$ cat config.mk
export PLATFORM = sky130hd
export DESIGN_NAME = gate_arbiter_flat
export DESIGN_NICKNAME = d
export VERILOG_FILES = /design/src/rtl/gate_pkg.sv /design/src/rtl/gate_arbiter_if.sv /design/src/rtl/gate_arbiter_phase_timer.sv /design/src/rtl/gate_arbiter.sv /design/src/flat_wrapper.sv
export SDC_FILE = /design/constraint.sdc
export NUM_CORES = 1
export LEC_CHECK = 0
export CAP_MARGIN = 10
export CORE_MARGIN = 2
export CORE_UTILIZATION = 54
export DETAILED_ROUTE_END_ITERATION = 12
export PLACE_DENSITY_LB_ADDON = 0.08
export SKIP_LAST_GASP = 1
export SLEW_MARGIN = 20
export SYNTH_ARGS = -nofsm -noshare
export SYNTH_HDL_FRONTEND = slang
export SYNTH_SLANG_ARGS = --single-unit
export TNS_END_PERCENT = 5
$ cat constraint.sdc
create_clock -name clk -period 2.5 [get_ports clk]
set_input_delay 0.25 -clock clk [delete_from_list [all_inputs] [get_ports clk]]
set_output_delay 0.25 -clock clk [all_outputs]
set_load 0.01 [all_outputs]
$ cat src/rtl/gate_pkg.sv
// Shared encodings for the garage gate arbiter: FSM states, direction codes
// (which double as the moving[1:0] output codes) and the phase counter width.
package gate_pkg;

  typedef enum logic [1:0] {
    IDLE    = 2'd0,
    OPENING = 2'd1,
    PASSING = 2'd2,
    CLOSING = 2'd3
  } state_e;

  typedef enum logic [1:0] {
    DIR_IN = 2'b01,
    DIR_EX = 2'b10
  } dir_e;

  localparam logic [1:0] MOVE_IDLE = 2'b00;

  localparam int unsigned TICK_W = 8;

endpackage

$ cat src/rtl/gate_arbiter_if.sv
// Request/status bundle between the button front end, the gate arbiter and
// the display/full-LED consumers.
interface gate_arbiter_if;
  logic       tick;
  logic       entry_req;
  logic       exit_req;
  logic [3:0] remain;
  logic [1:0] moving;
  logic       gate_open;
  logic       full;
  logic       reject;
  logic       busy;

  modport master (
    output tick, entry_req, exit_req,
    input  remain, moving, gate_open, full, reject, busy
  );

  modport slave (
    input  tick, entry_req, exit_req,
    output remain, moving, gate_open, full, reject, busy
  );
endinterface

$ cat src/rtl/gate_arbiter_phase_timer.sv
// Tick-gated phase counter. done fires on the tick that completes the phase
// (counter == last) and the counter wraps to zero on that same edge.
module phase_timer
  import gate_pkg::*;
(
  input  logic              clk,
  input  logic              rst_n,
  input  logic              clear,
  input  logic              en,
  input  logic              tick,
  input  logic [TICK_W-1:0] last,
  output logic              done
);

  logic [TICK_W-1:0] cnt_q, cnt_d;

  assign done = en && tick && (cnt_q == last);

  // Next count: clear dominates, otherwise advance on tick and wrap at last.
  always_comb begin
    cnt_d = cnt_q;
    if (clear) begin
      cnt_d = '0;
    end else if (en && tick) begin
      cnt_d = done ? '0 : cnt_q + 1'b1;
    end
  end

  // Counter register.
  always_ff @(posedge clk or negedge rst_n) begin
    if (!rst_n) cnt_q <= '0;
    else        cnt_q <= cnt_d;
  end

endmodule

$ cat src/rtl/gate_arbiter.sv
// Garage gate arbiter: latches one pending request per direction, grants the
// gate, walks it through OPENING/PASSING/CLOSING and owns the free-space count.
// Optional macro GATE_ARB_FAIR_RR_EN selects round-robin arbitration when both
// directions are pending; otherwise exit always wins.
module gate_arbiter
  import gate_pkg::*;
#(
  parameter int unsigned CAPACITY    = 9,
  parameter int unsigned OPEN_TICKS  = 2,
  parameter int unsigned PASS_TICKS  = 3,
  parameter int unsigned CLOSE_TICKS = 2
) (
  input logic          clk,
  input logic          rst_n,
  gate_arbiter_if.slave bus
);

  localparam logic [3:0] CAP = 4'(CAPACITY);

  state_e            state_q, state_d;
  dir_e              dir_q, dir_d;
  dir_e              last_dir_q, last_dir_d;
  logic              pend_in_q, pend_in_d;
  logic              pend_ex_q, pend_ex_d;
  logic [3:0]        remain_q, remain_d;
  logic              reject_q, reject_d;

  logic              full;
  logic              pin, pex;
  logic              in_bad, ex_bad;
  logic              grant_in;
  logic              clear;
  logic              done;
  logic [TICK_W-1:0] last_sel;

  assign full = (remain_q == '0);

  // A request pulse in the same cycle counts toward the grant decision so an
  // idle gate reacts one cycle after the pulse; refused entries never latch.
  assign pin    = pend_in_q | (bus.entry_req & ~full);
  assign pex    = pend_ex_q | bus.exit_req;
  assign in_bad = pin && (remain_q == '0);
  assign ex_bad = pex && (remain_q == CAP);

`ifdef GATE_ARB_FAIR_RR_EN
  assign grant_in = pin && (!pex || (last_dir_q == DIR_EX));
`else
  assign grant_in = pin && !pex;
`endif

  // Phase length for the current state.
  always_comb begin
    last_sel = '0;
    case (state_q)
      OPENING: last_sel = TICK_W'(OPEN_TICKS - 1);
      PASSING: last_sel = TICK_W'(PASS_TICKS - 1);
      CLOSING: last_sel = TICK_W'(CLOSE_TICKS - 1);
      default: last_sel = '0;
    endcase
  end

  phase_timer u_timer (
    .clk   (clk),
    .rst_n (rst_n),
    .clear (clear),
    .en    (state_q != IDLE),
    .tick  (bus.tick),
    .last  (last_sel),
    .done  (done)
  );

  // Next-state, pending latches, grant arbitration and space count.
  always_comb begin
    state_d    = state_q;
    dir_d      = dir_q;
    last_dir_d = last_dir_q;
    pend_in_d  = pin;
    pend_ex_d  = pex;
    remain_d   = remain_q;
    reject_d   = bus.entry_req && full && !pend_in_q;
    clear      = 1'b0;
    case (state_q)
      IDLE: begin
        clear = 1'b1;
        // Stale requests are dropped first; any drop suppresses the grant.
        if (in_bad) begin
          pend_in_d = 1'b0;
          reject_d  = 1'b1;
        end
        if (ex_bad) begin
          pend_ex_d = 1'b0;
        end
        if ((pin || pex) && !in_bad && !ex_bad) begin
          if (grant_in) begin
            pend_in_d  = 1'b0;
            dir_d      = DIR_IN;
            last_dir_d = DIR_IN;
          end else begin
            pend_ex_d  = 1'b0;
            dir_d      = DIR_EX;
            last_dir_d = DIR_EX;
          end
          state_d = OPENING;
        end
      end
      OPENING: if (done) state_d = PASSING;
      PASSING: begin
        if (done) begin
          state_d = CLOSING;
          if (dir_q == DIR_IN) begin
            if (remain_q != '0) remain_d = remain_q - 1'b1;
          end else begin
            if (remain_q != CAP) remain_d = remain_q + 1'b1;
          end
        end
      end
      CLOSING: if (done) state_d = IDLE;
      default: state_d = IDLE;
    endcase
  end

  // State and datapath registers.
  always_ff @(posedge clk or negedge rst_n) begin
    if (!rst_n) begin
      state_q    <= IDLE;
      dir_q      <= DIR_EX;
      last_dir_q <= DIR_EX;
      pend_in_q  <= 1'b0;
      pend_ex_q  <= 1'b0;
      remain_q   <= CAP;
      reject_q   <= 1'b0;
    end else begin
      state_q    <= state_d;
      dir_q      <= dir_d;
      last_dir_q <= last_dir_d;
      pend_in_q  <= pend_in_d;
      pend_ex_q  <= pend_ex_d;
      remain_q   <= remain_d;
      reject_q   <= reject_d;
    end
  end

  assign bus.remain    = remain_q;
  assign bus.full      = full;
  assign bus.reject    = reject_q;
  assign bus.busy      = (state_q != IDLE);
  assign bus.gate_open = (state_q == PASSING);
  assign bus.moving    = (state_q == IDLE) ? MOVE_IDLE : dir_q;

endmodule

$ cat src/flat_wrapper.sv
// flat-port wrapper written by rule: the top's interface ports become plain ports
module gate_arbiter_flat import gate_pkg::*;
#(
  parameter int unsigned CAPACITY    = 9,
  parameter int unsigned OPEN_TICKS  = 2,
  parameter int unsigned PASS_TICKS  = 3,
  parameter int unsigned CLOSE_TICKS = 2
)
  (clk, rst_n, bus_tick, bus_entry_req, bus_exit_req, bus_remain, bus_moving, bus_gate_open, bus_full, bus_reject, bus_busy);
  gate_arbiter_if bus_i ();
  input logic clk;
  input logic rst_n;
  input wire logic [$bits(bus_i.tick)-1:0] bus_tick;
  input wire logic [$bits(bus_i.entry_req)-1:0] bus_entry_req;
  input wire logic [$bits(bus_i.exit_req)-1:0] bus_exit_req;
  output wire logic [$bits(bus_i.remain)-1:0] bus_remain;
  output wire logic [$bits(bus_i.moving)-1:0] bus_moving;
  output wire logic [$bits(bus_i.gate_open)-1:0] bus_gate_open;
  output wire logic [$bits(bus_i.full)-1:0] bus_full;
  output wire logic [$bits(bus_i.reject)-1:0] bus_reject;
  output wire logic [$bits(bus_i.busy)-1:0] bus_busy;
  assign bus_i.tick = bus_tick;
  assign bus_i.entry_req = bus_entry_req;
  assign bus_i.exit_req = bus_exit_req;
  assign bus_remain = bus_i.remain;
  assign bus_moving = bus_i.moving;
  assign bus_gate_open = bus_i.gate_open;
  assign bus_full = bus_i.full;
  assign bus_reject = bus_i.reject;
  assign bus_busy = bus_i.busy;
  gate_arbiter #(.CAPACITY(CAPACITY), .OPEN_TICKS(OPEN_TICKS), .PASS_TICKS(PASS_TICKS), .CLOSE_TICKS(CLOSE_TICKS)) u_core (.clk(clk), .rst_n(rst_n), .bus(bus_i));
endmodule
### Word level (Yosys, flattened, before mapping)

Index checks and enable logic that the tools add are counted.

* flip-flop bits (word level): 19
* bits in latches: 0
* RAM bits: 0
* ROM bits: 0
* input port bits: 5
* word-level logic and storage cells: 75
* memories: 0

* add/subtract/negate cells: 3
* multipliers: 0
* div/mod/pow operators: 0
* order comparisons: 0
* equality and inequality tests: 12
* shift-type cells: 0
* multiplexer cells: 25
* bitwise gates (word level): 4
* reduce and logical (&&, ||, !) cells: 24

Operators by type and width (count)
* two-way mux 8 bit: 3
* two-way mux 2 bit: 6
* two-way mux 4 bit: 3
* two-way mux 1 bit: 11
* logical AND 1 bit: 9
* adder 8 x 1 -> 8 bit, second input constant: 1
* equality test 8 bit: 1
* one-hot mux 2 bit (4 select lines): 1
* AND reduction 4 bit: 2
* inequality test 2 bit, second input constant: 3
* nonzero test 2 bit: 3
* adder 4 x 1 -> 4 bit, second input constant: 1
* equality test 2 x 1 -> 1 bit, second input constant: 2
* equality test 2 bit, second input constant: 2
* equality test 4 bit, second input constant: 1
* zero test 1 bit: 4
* zero test 4 bit: 1
* inequality test 2 x 1 -> 1 bit, second input constant: 2
* inequality test 4 bit, second input constant: 1
* one-hot mux 2 bit (2 select lines): 1
* nonzero test 4 bit: 1
* subtractor 4 x 1 -> 4 bit, second input constant: 1
* zero test 2 bit: 1
* bitwise OR 1 bit: 2
* 5 further kinds: 5

### Depth between registers and ports, before layout

Gate-level depths: netlist (run 1).

* word-level depth: 10
* gate-level depth with buffers: 8
* mapped depth without buffers: 8

### By module

From an unflattened synthesis (run 1), not the netlist that was laid out.

* cells, all modules: 129
* area total of the unflattened synthesis: 1241.2 µm²

By module, submodules not included
* gate_arbiter: instances 1, cells each 75, area an instance 740.7 µm², sequential area each 279.0 µm²
* phase_timer: instances 1, cells each 54, area an instance 500.5 µm², sequential area each 200.2 µm²

### Worst setup path before layout (run 1)

No wires, ideal clock.

* path kind: reg2reg
* start point: reg u_core.state_q[1]
* end point: reg u_core.remain_q[2], in the netlist u_core.bus.remain[2]
* setup time: 0.128 ns
* arrival: 1.667 ns
* required time: 2.372 ns
* setup slack: 0.706 ns
* stages on the path, launching flop included: 7
* buffers on the path: 0
* period minus slack after synthesis: 1.794 ns
* cell sequence: dfrtp_1 inv_1 ha_1 nor3_1 o211ai_1 a211oi_4 mux2_1

* longest elaborated chain between the ends: 6
* elaborated cells on any way between the ends: 10

RTL lines
* start: declaration: RTL line gate_arbiter.sv:20 `state_e state_q, state_d;`
* start signal: assignment: RTL line gate_arbiter.sv:133 `state_q <= state_d;`
* equality test 2 x 1 -> 1 bit or equality test 2 bit (tied branches): RTL line gate_arbiter.sv:54 `case (state_q)`
* OR reduction 2 bit (no line)
* one-hot mux 2 bit (2 select lines): RTL line gate_arbiter.sv:54
* equality test 8 bit: RTL line gate_arbiter_phase_timer.sv:17 `assign done = en && tick && (cnt_q == last);`
* logical AND 1 bit: RTL line gate_arbiter_phase_timer.sv:17
* AND reduction 4 bit (no line) *
* end signal: assignment: RTL line gate_arbiter.sv:138 `remain_q <= remain_d;`
* end: declaration: RTL line gate_arbiter.sv:25 `logic [3:0] remain_q, remain_d;`

Every way passes the cells marked *; elsewhere a longest branch is shown, timed or not.
A chain may end at the register's enable or synchronous reset.

### Worst setup path after layout (run 1)

* start point: reg u_core.state_q[0]
* end point: out bus_busy

* longest elaborated chain between the ends: 1

RTL lines
* nonzero test 2 bit: RTL line gate_arbiter.sv:146 `assign bus.busy = (state_q != IDLE);`
* end: declaration: RTL line flat_wrapper.sv:21 `output wire logic [$bits(bus_i.busy)-1:0] bus_busy;`

Every way passes these cells.

==> qor.csv, run 1 <==
metric,value,unit
status,"finished, final reports clean",
dr.first_iter.drc_count,28,
via_per_inst,5.63,
dieWidth,51.8,µm
routed_wl,2.45,mm
ff_latch_area,479,µm²
worst_ep_required_time,2.25,ns
dp_hpwl,1.82,mm
antenna_found_initial,0,
synth.most_common_cell,dfrtp_1,
cts_resized,0,
ant_nets,0,
cp_common_cell,inv_1,
path_class,register to primary output,
vias,986,
crit_path_start_kind,register,
syn_to_final_growth,15.4,%
setup_violations,0,
cp.buffers_inverters,3,
start_util,0.563,
synthTopCellsByCount,"dfrtp_1, nand2_1, nor2_1",
hold_viol,0,
vdd_drop_max,690,µV
tightest_slew,0.852,ns
dr.pass1.iters,4,
cpLargestDelayFamily,buffers and inverters,
io_buffers,14,
netlist_area,1230,µm²
hold_buffers,0,
clk_latency,0.30,ns
synth_nets,145,
fill_cells,182,
synth_top_area_frac,0.325,
ys_warn_count,0,
fin_crit_sh,0.876,
cts_setup_buffers,0,
htree_levels,1,
path_cells,inv_1 > ha_1 > inv_1 > clkdlybuf4s50_1,
ys_ff_latch,19,
rsz0062_at_grt,false,
cp_slowest_cell,clkdlybuf4s50_1,
wl_per_cell,14.0,µm
period_needed,2.19,ns
cts_tree,built,
synth_area_leader_cell,dfrtp_1,
cp_max_fo,12,
grt_pass1_wl,4.20,mm
io_pins,15,
grt_use_total,0.211,
die_h,51.8,µm
cp-end-kind,primary output,
total_power,0.00146,W
grt_overflow,0,
critical_path.max_stage_delay,0.52,ns
ys_types,43,
drv_slew,0,
drive_above_1_share,0.116,
clkTransAtPathRegs,0.12,ns
gp_congestion,0.833,
nets,161,
slew_headroom,0.430,
synth_flop_cell,dfrtp_1,
synthTopCellsByArea,"dfrtp_1, ha_1, dfstp_2",
fin_setup_tns,0,ns
worstHoldPathType,input port to async pin,
cts-root-buf,clkbuf_4,
synth_edf_count,0,
fp-row-count,17,
first_global_vias,932,
antenna_cells,0,
coreArea,2190,µm²
p_per_area,1030,nW/µm²
finish.utilization,0.649,
cts_num_sinks,19,
grt_max_degree,20,
synth-async-reset-ratio,1.00,
max_freq,0.456,GHz
max-clock-path-buffers,2,
postSynthAreaPerCell,9.34,µm²
cap_violations,0,
cts_buffers,3,
yosysSeqAreaShare,0.389,
die_area,2680,µm²
synthCells,132,
cp.arrival,1.94,ns
skew,0.00609,ns
drc,0,
multi_input_area,706,µm²
p_leak,0.628,nW
## cell type report
cell class	count	share of cell area
timing repair buffer	14	0.0985
sequential	19	0.337
clock buffer	3	0.0158
tap	28	0.0246
clock inverter	1	0.00352
inverter	8	0.0246
multi-input combinational	102	0.496
## path summary, 6_finish.rpt
| kind | start | end | slack (ns) | cells past startpoint |
|---|---|---|---|---|
| min in group clk | u_core.bus.remain[3] | u_core.bus.remain[3] | 0.52 | 1 |
| max reg2reg | u_core.state_q[0] | u_core.state_q[1] | 0.40 | 7 |
| max in group asynchronous | rst_n | u_core.state_q[0] | 1.55 | 1 |
| min reg2reg | u_core.bus.remain[3] | u_core.bus.remain[3] | 0.52 | 1 |
| max | u_core.state_q[0] | bus_busy | 0.31 | 4 |
| min | rst_n | u_core.u_timer.cnt_q[4] | 0.43 | 1 |
## power breakdown
| group | total [W] | internal, W | switching (W) | leakage, nW |
|---|---|---|---|---|
| clock | 0.000159 | 0.0000595 | 0.0000995 | 0.0177 |
| combinational | 0.000808 | 0.000382 | 0.000426 | 0.371 |
| sequential | 0.000497 | 0.000397 | 0.0000999 | 0.240 |
## worst reg2reg max path, delay by kind of cell (launching register included)
kind,cells,cell delay (ns)
buffers and inverters,1,0.09
adder cells (fa/ha/maj),1,0.35
AND/OR/NAND/NOR,3,0.75
AO/OA/AOI/OAI,1,0.10
flip-flops,1,0.39
multiplexers,1,0.32
## metrics by stage
step                      hold WS [ns]  instance area (µm²)  setup WS [ns]  std cells
after floorplan                -0.0456                 1230          0.706        132
after detailed placement         0.502                 1400          0.410        171
after CTS                        0.455                 1420          0.299        175
after global routing             0.507                 1420          0.152        175
final                            0.427                 1420          0.309        175
after global placement           0.492                 1400          0.504        171
## kinds of logic (layout without fill, tap and decap cells)
group                    after synthesis  in the layout  share of synthesized area
AO/OA/AOI/OAI                         30             30                      0.178
XOR/XNOR                               7              7                     0.0497
adder cells (fa/ha/maj)                8              8                     0.0873
buffers and inverters                 11             26                     0.0386
flip-flops                            19             19                      0.389
multiplexers                           4              4                     0.0345
AND/OR/NAND/NOR                       53             53                      0.223
## metal layers
layer	GRT usage	vias to the layer above	routed length [µm]
li1	-	491	-
met1	0.287	471	1140
met2	0.342	22	1190
met3	0.0287	2	101
met4	0.0789	0	17
met5	0	-	0
## registers in the layout, summed over array words and instances, names as in the netlist
| signal | count |
|---|---|
| u_core.pend_ex_q | 1 |
| u_core.state_q | 2 |
| u_core.bus.remain | 4 |
| u_core.pend_in_q | 1 |
| u_core.bus.reject | 1 |
| u_core.dir_q | 2 |
| u_core.u_timer.cnt_q | 8 |
## cells in the final DEF (no fill, tap or decap), types with 5 or more instances in the layout
| master | n |
|---|---|
| ha_1 | 7 |
| a21oi_1 | 8 |
| dfrtp_1 | 16 |
| nand3_1 | 8 |
| nor2_1 | 11 |
| o21ai_1 | 5 |
| nand2_1 | 15 |
| inv_1 | 7 |
| clkdlybuf4s50_1 | 14 |
| xnor2_1 | 7 |
Note: power is estimated with default switching activity, not from simulation.
==> run 2: changes to the inputs <==
Settings changed: MAX_ROUTING_LAYER from default to met4.
==> run 2 against run 1 <==
Effect of this change:
- hold slack hardly changed
- clock power about the same
- non-clock buffer count did not move
- first-iteration DRC count stayed put
- register-to-register slack hardly changed
- critical path type unchanged
- largest cell class unchanged
- largest power group unchanged
- highest routed layer unchanged
==> qor.csv, run 2 (synthesis gave the netlist of run 1 again) <==
metric,value,unit
status,"finished, final reports clean",
drv_slew,0,
clkTransAtPathRegs,0.12,ns
path_class,register to primary output,
dp_cells,171,
skew,0.00632,ns
setup_violations,0,
start_util,0.563,
io_buffers,14,
cts_resized,0,
critical_path.max_stage_delay,0.52,ns
crit_path_start_kind,register,
drive_above_1_share,0.116,
die_h,51.8,µm
path_cells,inv_1 > ha_1 > inv_1 > clkdlybuf4s50_1,
power_switching,0.000626,W
wl_met1,1.16,mm
fp-row-count,17,
p_leak,0.628,nW
p_sw_frac,0.428,
cp.depth,4,
cp_common_cell,inv_1,
die_area,2680,µm²
cts_buffers,3,
p_clk_frac,0.109,
rr_endpoint,u_core.state_q[1],
grt_max_degree,20,
r2r-start,u_core.state_q[0],
p_comb_frac,0.552,
layoutNonFillerInstCount,175,
grt_pass1_wl,4.20,mm
cp_slowest_cell,clkdlybuf4s50_1,
cp.arrival,1.94,ns
dp_hpwl,1.82,mm
dieWidth,51.8,µm
dr_wl_met2,1.18,mm
fill_cells,182,
worstHoldPathType,input port to async pin,
max_freq,0.456,GHz
grt_overflow,0,
dr.first_iter.drc_count,28,
slew_headroom,0.430,
vdd_drop_max,687,µV
cp-end-kind,primary output,
worst_ep_required_time,2.25,ns
hold_slack,0.426,ns
r2r_cells,7,
dr.pass1.iters,4,
largest_register_ffs,8,
fin_crit_sh,0.877,
grt_use_total,0.216,
cts_tree,built,
p_per_area,1030,nW/µm²
cp.buffers_inverters,3,
cp_max_fo,12,
cts_num_sinks,19,
ant_nets,0,
drc,0,
cap_violations,0,
fin_area,1420,µm²
fin_setup_tns,0,ns
vias,987,
wl_per_cell,14.0,µm
max-clock-path-buffers,2,
cts-root-buf,clkbuf_4,
routed_wl,2.45,mm
via_per_inst,5.64,
rsz0062_at_grt,false,
io_pins,15,
hold_buffers,0,
place_area,1400,µm²
clk_latency,0.30,ns
htree_levels,1,
tightest_slew,0.852,ns
met3WireLength,89,µm
power_frac_seq,0.339,
period_needed,2.19,ns
cpLargestDelayFamily,buffers and inverters,
syn_to_final_growth,15.4,%
first_global_vias,933,
layout_common_cells,"dfrtp_1, nand2_1, clkdlybuf4s50_1, nor2_1",
gp_congestion,0.846,
hold_viol,0,
p_int,0.000838,W
antenna_found_initial,0,
top_layer_used,met4,
nets,161,
crit_path_end,bus_busy,
largest-register,u_core.u_timer.cnt_q,
cts_setup_buffers,0,
antenna_cells,0,
mostFrequentLayoutCell,dfrtp_1,
coreArea,2190,µm²
setup.worst_path.start,u_core.state_q[0],
rrSetupSlack,0.40,ns
## run 2: power groups by stage
stage                     sequential [W]  combinational (W)  clock, W
after CTS                       0.000495           0.000815  0.000162
after global routing            0.000513           0.000899  0.000171
final                           0.000497           0.000808  0.000159
after floorplan                 0.000474           0.000576         0
after global placement          0.000495           0.000792         0
after detailed placement        0.000502           0.000806         0
## run 2: cell type report
type / count / area (µm²) / area share
multi-input cells: 102 / 706 / 0.496
clock inverters: 1 / 5.00 / 0.00352
flip-flops and latches: 19 / 479 / 0.337
well taps: 28 / 35.0 / 0.0246
clock buffers: 3 / 22.5 / 0.0158
repair buffers: 14 / 140 / 0.0985
inverters: 8 / 35.0 / 0.0246
## run 2: worst min path at each step
stage                               from                      end  slack (ns)  depth (start not counted)
global placement         u_core.dir_q[0]          u_core.dir_q[0]        0.49                          1
floorplan                          rst_n        u_core.bus.reject       -0.05                          0
detailed placement  u_core.bus.remain[3]     u_core.bus.remain[3]        0.50                          1
global route                       rst_n  u_core.u_timer.cnt_q[4]        0.51                          1
finish                             rst_n  u_core.u_timer.cnt_q[4]        0.43                          1
CTS                                rst_n        u_core.bus.reject        0.45                          1
## run 2: stage by stage
stage | power, W | worst slack [ns] | utilization
after CTS | 0.00147 | 0.299 | 0.649
after global placement | 0.00129 | 0.504 | 0.637
final | 0.00146 | 0.307 | 0.649
after floorplan | 0.00105 | 0.706 | -
after detailed placement | 0.00131 | 0.410 | 0.637
after global routing | 0.00158 | 0.152 | 0.649
## run 2: routing by layer
| layer | global-route usage | vias up |
|---|---|---|
| met5 | - | - |
| met4 | 0.0789 | 0 |
| met3 | 0.0259 | 2 |
| met2 | 0.342 | 22 |
| met1 | 0.289 | 471 |
| li1 | - | 492 |
==> run 3: changes to the inputs <==
Settings changed: PLACE_DENSITY_LB_ADDON 0.08 to 0.05.
==> run 3 against run 2 <==
Effect of this change:
- sequential share of layout area shrank 0.18 points
- sequential power barely moved
- clock skew fell by 0.0014 ns
- maximum frequency rose by 1.8%
- routed wire length fell by 2.6%
- global-route usage up 0.64 points
- cell count increased by 0.57%
- critical path depth is the same
- hold slack got worse by 0.014 ns
- combinational power grew 0.9%
==> qor.csv, run 3 (synthesis gave the netlist of run 1 again) <==
metric,value,unit
crit_path_start_kind,register,
syn_to_final_growth,16.0,%
cts_num_sinks,19,
status,"finished, final reports clean",
io_pins,15,
total_power,0.00147,W
coreArea,2190,µm²
dp_hpwl,1.79,mm
gp_congestion,0.890,
period_needed,2.15,ns
cp_max_fo,6,
worstHoldPathType,input port to async pin,
grt_max_degree,20,
max_freq,0.464,GHz
hold_viol,0,
setup_violations,0,
skew,0.00489,ns
largest_register_ffs,8,
mostFrequentLayoutCell,dfrtp_1,
cts_buffers,3,
cp.arrival,1.90,ns
grt_pass1_wl,4.31,mm
vdd_drop_max,594,µV
drive_above_1_share,0.122,
dieWidth,51.8,µm
cts_resized,0,
die_h,51.8,µm
largest-register,u_core.u_timer.cnt_q,
slew_headroom,0.442,
grt_overflow,0,
path_class,register to primary output,
first_global_vias,973,
cts_setup_buffers,0,
cap_violations,0,
max-clock-path-buffers,2,
antenna_found_initial,0,
clk_latency,0.30,ns
cts-root-buf,clkbuf_4,
io_buffers,14,
hold_buffers,0,
layoutNonFillerInstCount,176,
vias,996,
clkTransAtPathRegs,0.11,ns
fin_crit_sh,0.862,
antenna_cells,0,
fp-row-count,17,
dr.first_iter.drc_count,26,
nets,162,
die_area,2680,µm²
dp_cells,172,
fin_setup_tns,0,ns
worst_ep_required_time,2.25,ns
routed_wl,2.39,mm
start_util,0.563,
htree_levels,1,
layout_common_cells,"dfrtp_1, nand2_1, clkdlybuf4s50_1, nor2_1",
p_leak,0.634,nW
place_area,1400,µm²
p_per_area,1030,nW/µm²
cts_tree,built,
rsz0062_at_grt,false,
ant_nets,0,
dr.pass1.iters,4,
wl_per_cell,13.6,µm
drc,0,
tightest_slew,0.834,ns
grt_use_total,0.223,
drv_slew,0,
cp-end-kind,primary output,
fin_area,1430,µm²
via_per_inst,5.66,
[run 3: cell count changes in the layout (fill, tap and decap cells not counted)]
cell and change:
buf_4 +1
[run 3: area by class of cell]
type	count	area (µm²)
clock buffer	3	22.5
fill	197	761
sequential	19	479
multi-input combinational	102	706
inverter	8	35.0
timing repair buffer	15	148
tap	28	35.0
clock inverter	1	5.00
[run 3: final timing paths]
kind / slack, ns / startpoint / cells after the start / endpoint
max: 0.35 / u_core.bus.remain[0] / 4 / bus_full
min: 0.41 / rst_n / 1 / u_core.u_timer.cnt_q[0]
max reg2reg: 0.52 / u_core.dir_q[1] / 8 / u_core.bus.remain[3]
min reg2reg: 0.52 / u_core.bus.remain[3] / 1 / u_core.bus.remain[3]
max in group asynchronous: 1.57 / rst_n / 1 / u_core.u_timer.cnt_q[4]
min in group clk: 0.52 / u_core.bus.remain[3] / 1 / u_core.bus.remain[3]
[run 3: layer usage]
| layer | routed length (µm) | vias up | track usage |
|---|---|---|---|
| li1 | - | 493 | - |
| met1 | 1110 | 473 | 0.293 |
| met2 | 1150 | 26 | 0.353 |
| met3 | 91 | 4 | 0.0259 |
| met4 | 37 | 0 | 0.0921 |
| met5 | 0 | - | - |
[run 3: critical path, stage by stage (launching register included)]
cell	delay, ns
dfstp_2	0.41
or2_1	0.24
or3_4	0.37
clkinv_4	0.07
clkdlybuf4s50_1	0.52
[run 3: power by group]
| group | leakage, nW | internal, W | switching (W) | total (W) |
|---|---|---|---|---|
| logic | 0.376 | 0.000390 | 0.000425 | 0.000815 |
| clock network | 0.0177 | 0.0000597 | 0.0000992 | 0.000159 |
| registers | 0.240 | 0.000397 | 0.0000999 | 0.000497 |
[run 3: per-stage QoR]
| stage | setup slack (ns) | util | hold WS, ns |
|---|---|---|---|
| finish | 0.346 | 0.653 | 0.413 |
| global placement | 0.550 | 0.640 | 0.497 |
| detailed placement | 0.497 | 0.640 | 0.502 |
| floorplan | 0.706 | - | -0.0456 |
| global route | 0.262 | 0.653 | 0.476 |
| CTS | 0.327 | 0.653 | 0.443 |
